File: config.mk
export PLATFORM = sky130hd
export DESIGN_NAME = serial_tx_en
export DESIGN_NICKNAME = d
export VERILOG_FILES = /design/src/rtl/serial_tx_en.sv
export SDC_FILE = /design/constraint.sdc
export NUM_CORES = 1
export LEC_CHECK = 0
export CORE_MARGIN = 5
export CORE_UTILIZATION = 49
export CTS_CLUSTER_DIAMETER = 60
export DETAILED_ROUTE_END_ITERATION = 10
export GPL_TIMING_DRIVEN = 0
export MAX_ROUTING_LAYER = met4
export PLACE_DENSITY = 0.87
export SYNTH_ARGS = -nofsm -noshare
export SYNTH_HDL_FRONTEND = slang
export SYNTH_SLANG_ARGS = --single-unit
File: constraint.sdc
create_clock -name clk -period 2.1 [get_ports clk]
set_input_delay 0.42 -clock clk [delete_from_list [all_inputs] [get_ports clk]]
set_output_delay 0.42 -clock clk [all_outputs]
set_load 0.03 [all_outputs]
File: src/rtl/serial_tx_en.sv
// serial_tx_en: parallel-in serial-out transmitter with a one-clock sample strobe per bit period
module serial_tx_en #(
  parameter int WIDTH = 8,
  parameter int DIV = 1,
  parameter int MSB_FIRST = 1
) (
  input  logic             clk,
  input  logic             reset,
  input  logic             load_valid,
  input  logic [WIDTH-1:0] load_data,
  output logic             load_ready,
  output logic             sd,
  output logic             sen,
  output logic             last,
  output logic             busy
);
  localparam int BW = $clog2(WIDTH);
  localparam int DW = DIV > 1 ? $clog2(DIV) : 1;
  localparam logic [0:0] IDLE = 1'b0;
  localparam logic [0:0] SHIFT = 1'b1;
  localparam logic [DW-1:0] DMAX = DW'(DIV - 1);
  localparam logic [BW-1:0] BMAX = BW'(WIDTH - 1);
  logic [0:0] state;
  logic [WIDTH-1:0] sr, sr_nxt;
  logic [DW-1:0] div_cnt, div_nxt;
  logic [BW-1:0] bit_cnt, bit_nxt;
  logic first_bit, next_bit, advance, done;
  always_comb begin
    div_nxt = div_cnt == DMAX ? '0 : div_cnt + 1'b1;
    advance = sen && bit_cnt != BMAX;
    done = sen && bit_cnt == BMAX;
    bit_nxt = advance ? bit_cnt + 1'b1 : bit_cnt;
    sr_nxt = MSB_FIRST != 0 ? sr << 1 : sr >> 1;
    first_bit = MSB_FIRST != 0 ? load_data[WIDTH-1] : load_data[0];
    next_bit = MSB_FIRST != 0 ? sr[WIDTH-2] : sr[1];
  end
  // sen and last are registered, so they are computed from the counter values of the next cycle
  always_ff @(posedge clk) begin
    if (reset) begin
      state <= IDLE;
      sr <= '0;
      div_cnt <= '0;
      bit_cnt <= '0;
      load_ready <= 1'b0;
      sd <= 1'b0;
      sen <= 1'b0;
      last <= 1'b0;
      busy <= 1'b0;
    end else if (state == IDLE) begin
      if (load_valid && load_ready) begin
        state <= SHIFT;
        sr <= load_data;
        div_cnt <= '0;
        bit_cnt <= '0;
        load_ready <= 1'b0;
        busy <= 1'b1;
        sd <= first_bit;
        sen <= DMAX == '0;
      end else begin
        load_ready <= 1'b1;
      end
    end else if (done) begin
      state <= IDLE;
      div_cnt <= '0;
      bit_cnt <= '0;
      load_ready <= 1'b1;
      sd <= 1'b0;
      sen <= 1'b0;
      last <= 1'b0;
      busy <= 1'b0;
    end else begin
      div_cnt <= div_nxt;
      bit_cnt <= bit_nxt;
      sen <= div_nxt == DMAX;
      last <= div_nxt == DMAX && bit_nxt == BMAX;
      if (advance) begin
        sr <= sr_nxt;
        sd <= next_bit;
      end
    end
  end
endmodule

# [Yosys cells after proc, flatten, opt, wreduce, memory -nomap -nowiden]
# Cells that the tools add are included.
[word_totals] reg_bits=17 out_inout_bits=5 wordCells=55
[classes] add_sub_neg=2 eq_ne=7 n_mux=28 n_bitwise=1 reduce_logical=8
[ops] operator="$mux W7" n=4
[ops] operator="$mux W1" n=20
[ops] operator="$mux W3" n=4
[ops] operator="$eq A3 B3 Y1 const B" n=2
[ops] operator="$logic_and A1 B1 Y1" n=4
[ops] operator="$ne A2 B1 Y1 const B" n=2
[ops] operator="$reduce_and A2 Y1" n=2
[ops] operator="$add A3 B1 Y3 const B" n=1
[ops] operator="$ne A3 B1 Y1 const B" n=1
[ops] operator="$ne A3 B3 Y1 const B" n=1
[ops] operator="$reduce_and A3 Y1" n=1
[ops] operator="$ne A2 B2 Y1 const B" n=1
[ops] operator="$reduce_bool A2 Y1" n=1
[ops] operator="$add A1 B1 Y1 const B" n=1
[ops] operator="$not A1 Y1" n=1

# [Logic depth before layout (Yosys ltp)]
# Gate-level depths: netlist of run 1.
[logic_depth] depth_word=6 ltp_mapped=7 mapped_depth_nobuf=6

# [Worst setup path before layout of run 1]
# Ideal clock, no wire load.
[synth_path] path_type="register to register" from="register bit_cnt[0]" to="register sr[2]" arrival_ns=1.395 path_slack_ns=0.626 path_stages_with_launch=8 n_path_buf=2 path_cell_list="dfxtp_1 -> ha_1 -> ha_1 -> clkbuf_2 -> o21ai_4 -> buf_12 -> nor2_2 -> a211oi_2"
[synth_via] elab_chain_len=4
[synth_lines] item="start, declared" line_no="26" rtl="logic [BW-1:0] bit_cnt, bit_nxt;"
[synth_lines] item="start signal, assigned" line_no="73" rtl="bit_cnt <= bit_nxt;"
[synth_lines] item="$eq A3 B3 Y1 or $ne A3 B3 Y1 (tied branches)" line_no="31, 30"
[synth_lines] item="$logic_and A1 B1 Y1 (on tied branches)" line_no="31, 30"
[synth_lines] item="$ne A2 B2 Y1 (no line) or $ne A2 B1 Y1 (tied branches)"
[synth_lines] item="$reduce_and A3 Y1 (no line) *"
[synth_lines] item="end signal, assigned" line_no="52" rtl="sr <= load_data;"
[synth_lines] item="end signal, assigned" line_no="77" rtl="sr <= sr_nxt;"
[synth_lines] item="end, declared" line_no="24" rtl="logic [WIDTH-1:0] sr, sr_nxt;"
# Every way passes the cells marked *; elsewhere a longest branch is shown, timed or not.
# A chain may end at the register's enable or synchronous reset.

# [Worst setup path after layout of run 1]
[layout_path] from="register load_ready" to="output load_ready"
[layout_lines] item="start, declared" line_no="11" rtl="output logic load_ready,"
[layout_lines] item="start signal, assigned" line_no="44" rtl="load_ready <= 1'b0;"
[layout_lines] item="start signal, assigned" line_no="55" rtl="load_ready <= 1'b0;"
[layout_lines] item="start signal, assigned" line_no="60" rtl="load_ready <= 1'b1;"
# No word-level cell between the ends.

==> results of run 1 <==
## registers in the layout (all words and copies together), names as in the netlist
| register | flops |
|---|---|
| sen | 1 |
| busy | 1 |
| state | 1 |
| last | 1 |
| sr | 7 |
| load_ready | 1 |
| sd | 1 |
| bit_cnt | 3 |
## cell families after synthesis
group	synth area share (%)
buf+inv	8.177
mux	7.408
compound gates	22.84
fa+ha+maj	3.086
flops	39.51
simple gates	18.98
## metrics by stage
step	cell area [µm²]	util [%]	total power [mW]	cells
6_report	993.5	64.45	0.6537	118
5_1_grt	993.5	64.45	0.6944	118
4_1_cts	993.5	64.45	0.6654	118
3_5_place_dp	970.9	62.99	0.5039	115
3_3_place_gp	970.9	62.99	0.4989	115
2_1_floorplan	810.8	-	0.4534	85
## power breakdown
part           switching [mW]  leakage [nW]  internal, mW  total (mW)
clock                  0.0912        0.0138        0.0666       0.158
sequential             0.0152         0.131         0.325       0.341
combinational          0.0789         0.225        0.0764       0.155
total                   0.185         0.370         0.468       0.654
## worst max-delay path by stage
stage | start | end | cells past startpoint
6_report | load_ready | load_ready | 1
5_1_grt | load_ready | load_ready | 1
4_1_cts | load_ready | load_ready | 1
3_5_place_dp | load_valid | sr[4] | 6
3_3_place_gp | load_valid | sr[4] | 6
2_1_floorplan | bit_cnt[0] | sr[2] | 7
## placed cells by master, fill, tap and decap left out, types with 4 or more instances in the layout
cell             instances
dfxtp_1                 16
clkdlybuf4s50_1         14
nor2_1                  10
nand2_1                  6
mux2i_1                  6
a21oi_1                  5
nor2_2                   4
a211oi_2                 4
## layer usage
layer / global-route usage, % / vias up / routed length (µm)
li1: - / 339 / -
met1: 15.04 / 291 / 658
met2: 21.69 / 27 / 812
met3: 5.621 / 4 / 128
met4: 6.809 / 0 / 23
met5: - / - / 0
## layout make-up
cell class / count / area share [%]
tap: 16 / 2.015
sequential: 16 / 32.24
buffer: 7 / 5.542
clock buffer: 3 / 2.267
inverter: 3 / 1.134
multi-input combinational: 59 / 42.70
timing repair buffer: 14 / 14.11
==> flow_metrics.tcl, run 1 <==
set metrics [dict create \
    synth.top_cells.by_area "dfxtp_1, mux2i_1, a211oi_2" \
    hold_depth 2 \
    worstPathArrival_ns 1.43 \
    numCtsBuffers 3 \
    fmax_ghz 0.5396 \
    cts-root-buf "clkbuf_4" \
    rrSetupSlack_ns 0.47 \
    detail-route-antenna-nets 0 \
    first_iter_violations 15 \
    vias 661 \
    gp_congestion 0.8032 \
    cp_num_buf_inv 1 \
    cellPowerDensity_nw_per_um2 658.0 \
    routed_wl_mm 1.622 \
    htree_levels 1 \
    hp-class "in -> reg" \
    synth_common_cells "dfxtp_1, nor2_1, mux2i_1, nand2_1, a21oi_1" \
    path_cells "clkdlybuf4s50_1" \
    dieArea_um2 2568 \
    final_hold_viol_count 0 \
    multi_input_area_um2 424.2 \
    cts_buffer_depth 2 \
    min_to "sr[6]" \
    clkLatencyLatePin_ns 0.28 \
    io_pins 16 \
    cts_hold_buf 0 \
    synth_top_area_cell "dfxtp_1" \
    critPathMaxFanout 5 \
    synth-seq-cells 16 \
    critPathLaunchType "flop" \
    slowest_delay_ns 0.71 \
    syn_area_um2 810.8 \
    cap_violations 0 \
    drc 0 \
    initial_core_util_pct 52.60 \
    globalRouteTotalUtil_pct 13.87 \
    avgSynthCellArea_um2 9.539 \
    synthFlopType "dfxtp_1" \
    pre_cts_ws_ns 0.4273 \
    place_hpwl_mm 1.215 \
    grt_start_max_net_pins 11 \
    area_delta_synth_final_pct 22.53 \
    status "finished clean" \
    synth_nets 98 \
    worstRegToRegCells 7 \
    path_clk_slew_ns 0.09 \
    cts-resized-gates 0 \
    overflow 0 \
    synth_edf_count 0 \
    seqCellArea_um2 320.3 \
    async_reset_ff_share_pct 0 \
    critPathRequiredTime_ns 1.68 \
    viasPerCell 5.602 \
    drive_above_1_share_pct 18.63 \
    fp.dieH_um 50.68 \
    path_class "reg -> out" \
    worst_pin_slew_ns 0.3237 \
    vdd_ir_drop_max_v 0.0004098 \
    crit_slowest_cell "clkdlybuf4s50_1" \
    finalSetupViolCount 0 \
    syn_inst 85 \
    nNetsFinal 117 \
    cts_setup_buffers 0 \
    period_needed_ns 1.853 \
    die_w_um 50.68 \
    setup_ws_ns 0.2466 \
    yosysMostFrequentCell "dfxtp_1" \
    yosys.cell_types.count 29 \
    antenna_found_initial 0 \
    maxSlewHeadroom_pct 78.42 \
    whs_ns 0.5132 \
    cts_tree "built" \
    grt_pass1_wl_mm 2.635 \
    n_fill_cell 132 \
    cp-end-kind "output pin" \
    r2r-end "sr[4]" \
    fin_skew_ns 0.001184 \
    netlist.area_leader.share_pct 39.51 \
    drtPass1Iterations 4 \
    rsz0062_at_grt "no" \
    drv_slew 0 \
    seq_area_frac_synth_pct 39.51 \
    rows 14 \
    antenna_cells 0 \
    finalSetupTns_ns 0 \
    worst_r2r_startpoint "bit_cnt[0]" \
    p_leak_nw 0.3696 \
    post_drt_wl_per_cell_um 13.75 \
    core_um2 1541 \
    cts.sinks 16 \
    holdCritStartpoint "reset" \
    grt_pass1_vias 622 \
    io_buffers 14 \
    synth_warnings 0 \
    path_delay_family "buffers and inverters" \
    fin_crit_sh_pct 88.26 \
]
Note: power is estimated with default switching activity, not from simulation.
==> run 2: changes to the inputs <==
- GPL_TIMING_DRIVEN: 0 -> unset
==> flow_metrics.tcl, run 2 (synthesis gave the netlist of run 1 again) <==
set metrics [dict create \
    status "finished clean" \
    io_buffers 15 \
    grtUsageMet1_pct 13.98 \
    path_class "reg -> out" \
    detail-route-antenna-nets 0 \
    clkLatencyLatePin_ns 0.29 \
    busiest_layer "met2" \
    drive_above_1_share_pct 16.16 \
    fp.dieH_um 50.68 \
    rows 14 \
    cap_violations 0 \
    crit_slowest_cell "clkdlybuf4s50_1" \
    grt_pass1_wl_mm 2.463 \
    drtPass1Iterations 3 \
    cts.sinks 16 \
    critPathRequiredTime_ns 1.68 \
    routed_wl_mm 1.537 \
    n_fill_cell 144 \
    grt_start_max_net_pins 17 \
    cts_buffer_depth 2 \
    cp_num_buf_inv 1 \
    cellPowerDensity_nw_per_um2 710.0 \
    hp-class "reg -> reg" \
    globalRouteTotalUtil_pct 12.82 \
    io_pins 16 \
    cts-resized-gates 0 \
    vias 633 \
    p_leak_nw 0.3567 \
    top_register "sr" \
    power_uw 693.8 \
    htree_levels 1 \
    initial_core_util_pct 52.60 \
    core_um2 1541 \
    finalSetupViolCount 0 \
    cts_tree "built" \
    vdd_ir_drop_max_v 0.0004561 \
    maxSlewHeadroom_pct 55.66 \
    drc 0 \
    cts_setup_buffers 0 \
    drv_slew 0 \
    overflow 0 \
    fmax_ghz 0.5347 \
    dieArea_um2 2568 \
    post_drt_wl_per_cell_um 13.37 \
    period_needed_ns 1.870 \
    finalSetupTns_ns 0 \
    most-common-layout-cells "dfxtp_1, clkdlybuf4s50_1, nor2_1, nand2_1, mux2i_1" \
    rsz0062_at_grt "no" \
    fin_crit_sh_pct 89.05 \
    die_w_um 50.68 \
    antenna_cells 0 \
    largest_reg_flops 7 \
    critPathMaxFanout 5 \
    worstPathArrival_ns 1.45 \
    use_met3_pct 4.734 \
    cp-end-kind "output pin" \
    worst_pin_slew_ns 0.6630 \
    viasPerCell 5.504 \
    area_delta_synth_final_pct 20.52 \
    cts-root-buf "clkbuf_4" \
    gp_congestion 0.8384 \
    fin_skew_ns 0.007074 \
    path_delay_family "buffers and inverters" \
    numCtsBuffers 3 \
    grt_pass1_vias 566 \
    final_common_cell "dfxtp_1" \
    top_regs "sr (7), bit_cnt (3)" \
    met2_usage_pct 20.87 \
    final_hold_viol_count 0 \
    critPathLaunchType "flop" \
    path_clk_slew_ns 0.10 \
    path_cells "clkdlybuf4s50_1" \
    nNetsFinal 113 \
    antenna_found_initial 0 \
    cts_hold_buf 0 \
    slowest_delay_ns 0.71 \
    first_iter_violations 9 \
    place_hpwl_mm 1.145 \
]
-- run 2: cell count changes in the layout (fill, tap and decap cells not counted), sizes merged --
| cell | delta |
|---|---|
| buf | -3 |
| clkbuf | -1 |
| clkdlybuf4s50 | +1 |
-- run 2: final timing paths --
check / start / end / slack (ns) / depth (start not counted)
max: load_ready / load_ready / 0.23 / 1
min: busy / busy / 0.50 / 2
max reg2reg: bit_cnt[0] / sr[6] / 0.38 / 5
min reg2reg: busy / busy / 0.50 / 2
-- run 2: cell type report --
| type | count | area (µm²) | area share (%) |
|---|---|---|---|
| Sequential cell | 16 | 320.3 | 32.78 |
| Multi-Input combinational cell | 59 | 424.2 | 43.41 |
| Inverter | 3 | 11.26 | 1.152 |
| Tap cell | 16 | 20.02 | 2.049 |
| Timing Repair Buffer | 17 | 165.2 | 16.90 |
| Clock buffer | 4 | 36.28 | 3.713 |
-- run 2: stage by stage --
stage	std cells	util, %	setup WS [ns]	hold slack [ns]	cell area (µm²)
floorplan	85	-	0.6258	0.4651	810.8
global route	115	63.39	0.1690	0.5412	977.2
global placement	111	61.04	0.4427	0.4817	940.9
finish	115	63.39	0.2299	0.5045	977.2
CTS	115	63.39	0.2226	0.5129	977.2
detailed placement	111	61.04	0.3893	0.4991	940.9
-- run 2: where the power goes --
part	internal (mW)	leakage, nW	switching (mW)
Sequential	0.325	0.131	0.0181
Clock	0.106	0.0210	0.102
Combinational	0.0693	0.205	0.0738
-- run 2: layer usage --
layer / wire length (µm) / share of wire [%]
met1: 653 / 42
met2: 772 / 50
met3: 91 / 5.9
met4: 19 / 1.2
met5: 0 / 0
==> run 3: changes to the inputs <==
- CORE_UTILIZATION: 49 -> 52
- CTS_BUF_LIST: unset -> sky130_fd_sc_hd__clkbuf_4
- PLACE_DENSITY: 0.87 -> 0.91
==> flow_metrics.tcl, run 3 (synthesis gave the netlist of run 1 again) <==
set metrics [dict create \
    status "finished clean" \
    worst_pin_slew_ns 0.6586 \
    cp_num_buf_inv 1 \
    die_w_um 49.49 \
    maxSlewHeadroom_pct 55.95 \
    drtPass1Iterations 4 \
    clkLatencyLatePin_ns 0.29 \
    finalCoreUtilization_pct 64.96 \
    drv_slew 0 \
    drive_above_1_share_pct 15.15 \
    dieArea_um2 2449 \
    top_register "sr" \
    grt_start_max_net_pins 17 \
    cts.sinks 16 \
    hp-class "reg -> reg" \
    grt_pass1_vias 592 \
    overflow 0 \
    cellPowerDensity_nw_per_um2 673.6 \
    finalSetupTns_ns 0 \
    finalSetupViolCount 0 \
    path_clk_slew_ns 0.09 \
    first_iter_violations 16 \
    core_um2 1489 \
    cts_buffer_depth 2 \
    routed_wl_mm 1.557 \
    viasPerCell 5.583 \
    final_hold_viol_count 0 \
    grt_pass1_wl_mm 2.546 \
    numCtsBuffers 3 \
    initial_core_util_pct 54.45 \
    worstPathArrival_ns 1.44 \
    io_pins 16 \
    antenna_cells 0 \
    crit_slowest_cell "clkdlybuf4s50_1" \
    globalRouteTotalUtil_pct 13.38 \
    critPathLaunchType "flop" \
    whs_ns 0.4961 \
    n_fill_cell 132 \
    most-common-layout-cells "dfxtp_1, clkdlybuf4s50_1, nor2_1, nand2_1, mux2i_1" \
    post_layout_nonfiller_instances 115 \
    vdd_ir_drop_max_v 0.0004199 \
    place_hpwl_mm 1.160 \
    final_common_cell "dfxtp_1" \
    cts_setup_buffers 0 \
    htree_levels 1 \
    path_delay_family "buffers and inverters" \
    vias 642 \
    cts-resized-gates 0 \
    post_drt_wl_per_cell_um 13.54 \
    drc 0 \
    cts_tree "built" \
    rows 14 \
    critPathRequiredTime_ns 1.68 \
    io_buffers 15 \
    cp-end-kind "output pin" \
    p_leak_nw 0.3511 \
    nNetsFinal 113 \
    placedCellCount 111 \
    fmax_ghz 0.5371 \
    path_cells "clkdlybuf4s50_1" \
    period_needed_ns 1.862 \
    gp_congestion 0.8020 \
    cts-root-buf "clkbuf_4" \
    fp.dieH_um 49.49 \
    antenna_found_initial 0 \
    area_delta_synth_final_pct 19.29 \
    slowest_delay_ns 0.71 \
    path_class "reg -> out" \
    rsz0062_at_grt "no" \
    fin_crit_sh_pct 88.66 \
    cap_violations 0 \
    detail-route-antenna-nets 0 \
    largest_reg_flops 7 \
    fin_skew_ns 0.005669 \
    top_regs "sr (7), bit_cnt (3)" \
    critPathMaxFanout 5 \
    cts_hold_buf 0 \
]
## run 3: cell count changes in the layout (fill, tap and decap cells not counted), sizes merged
cell,previous run,this run
clkbuf,4,3
clkinv,0,1
## run 3: worst paths after layout
| check | startpoint | to | slack [ns] | cells past startpoint |
|---|---|---|---|---|
| max | load_ready | load_ready | 0.24 | 1 |
| min | busy | busy | 0.50 | 2 |
| max reg2reg | bit_cnt[0] | sr[1] | 0.37 | 5 |
| min reg2reg | busy | busy | 0.50 | 2 |
## run 3: power breakdown
group | internal [mW] | switching [mW]
logic | 0.0693 | 0.0726
registers | 0.325 | 0.0191
clock network | 0.0690 | 0.0960
total | 0.464 | 0.188
## run 3: metrics by stage
stage	setup WS, ns	instance area [µm²]	total power [mW]
after global placement	0.4426	940.9	0.4892
after floorplan	0.6258	810.8	0.4534
after CTS	0.2266	967.2	0.6571
after detailed placement	0.3563	940.9	0.4942
after global routing	0.2004	967.2	0.6896
final	0.2381	967.2	0.6515
## run 3: layer usage
layer	global-route usage, %	vias up	wire length (µm)
met4	4.367	0	0
met5	-	-	0
li1	-	329	-
met1	16.61	296	712
met2	20.60	17	751
met3	4.217	0	94
## run 3: cell type report
class	instances	area, µm²	area share (%)
Sequential cell	16	320.3	33.12
Multi-Input combinational cell	59	424.2	43.86
Clock inverter	1	3.754	0.3881
Timing Repair Buffer	17	165.2	17.08
Clock buffer	3	22.52	2.329
Inverter	3	11.26	1.164
Tap cell	16	20.02	2.070
## run 3: worst register-to-register path: stages (launching register included)
cell and delay (ns):
dfxtp_1 0.36, ha_1 0.22, ha_1 0.30, o21ai_4 0.43, nor2_1 0.08, a211oi_1 0.24
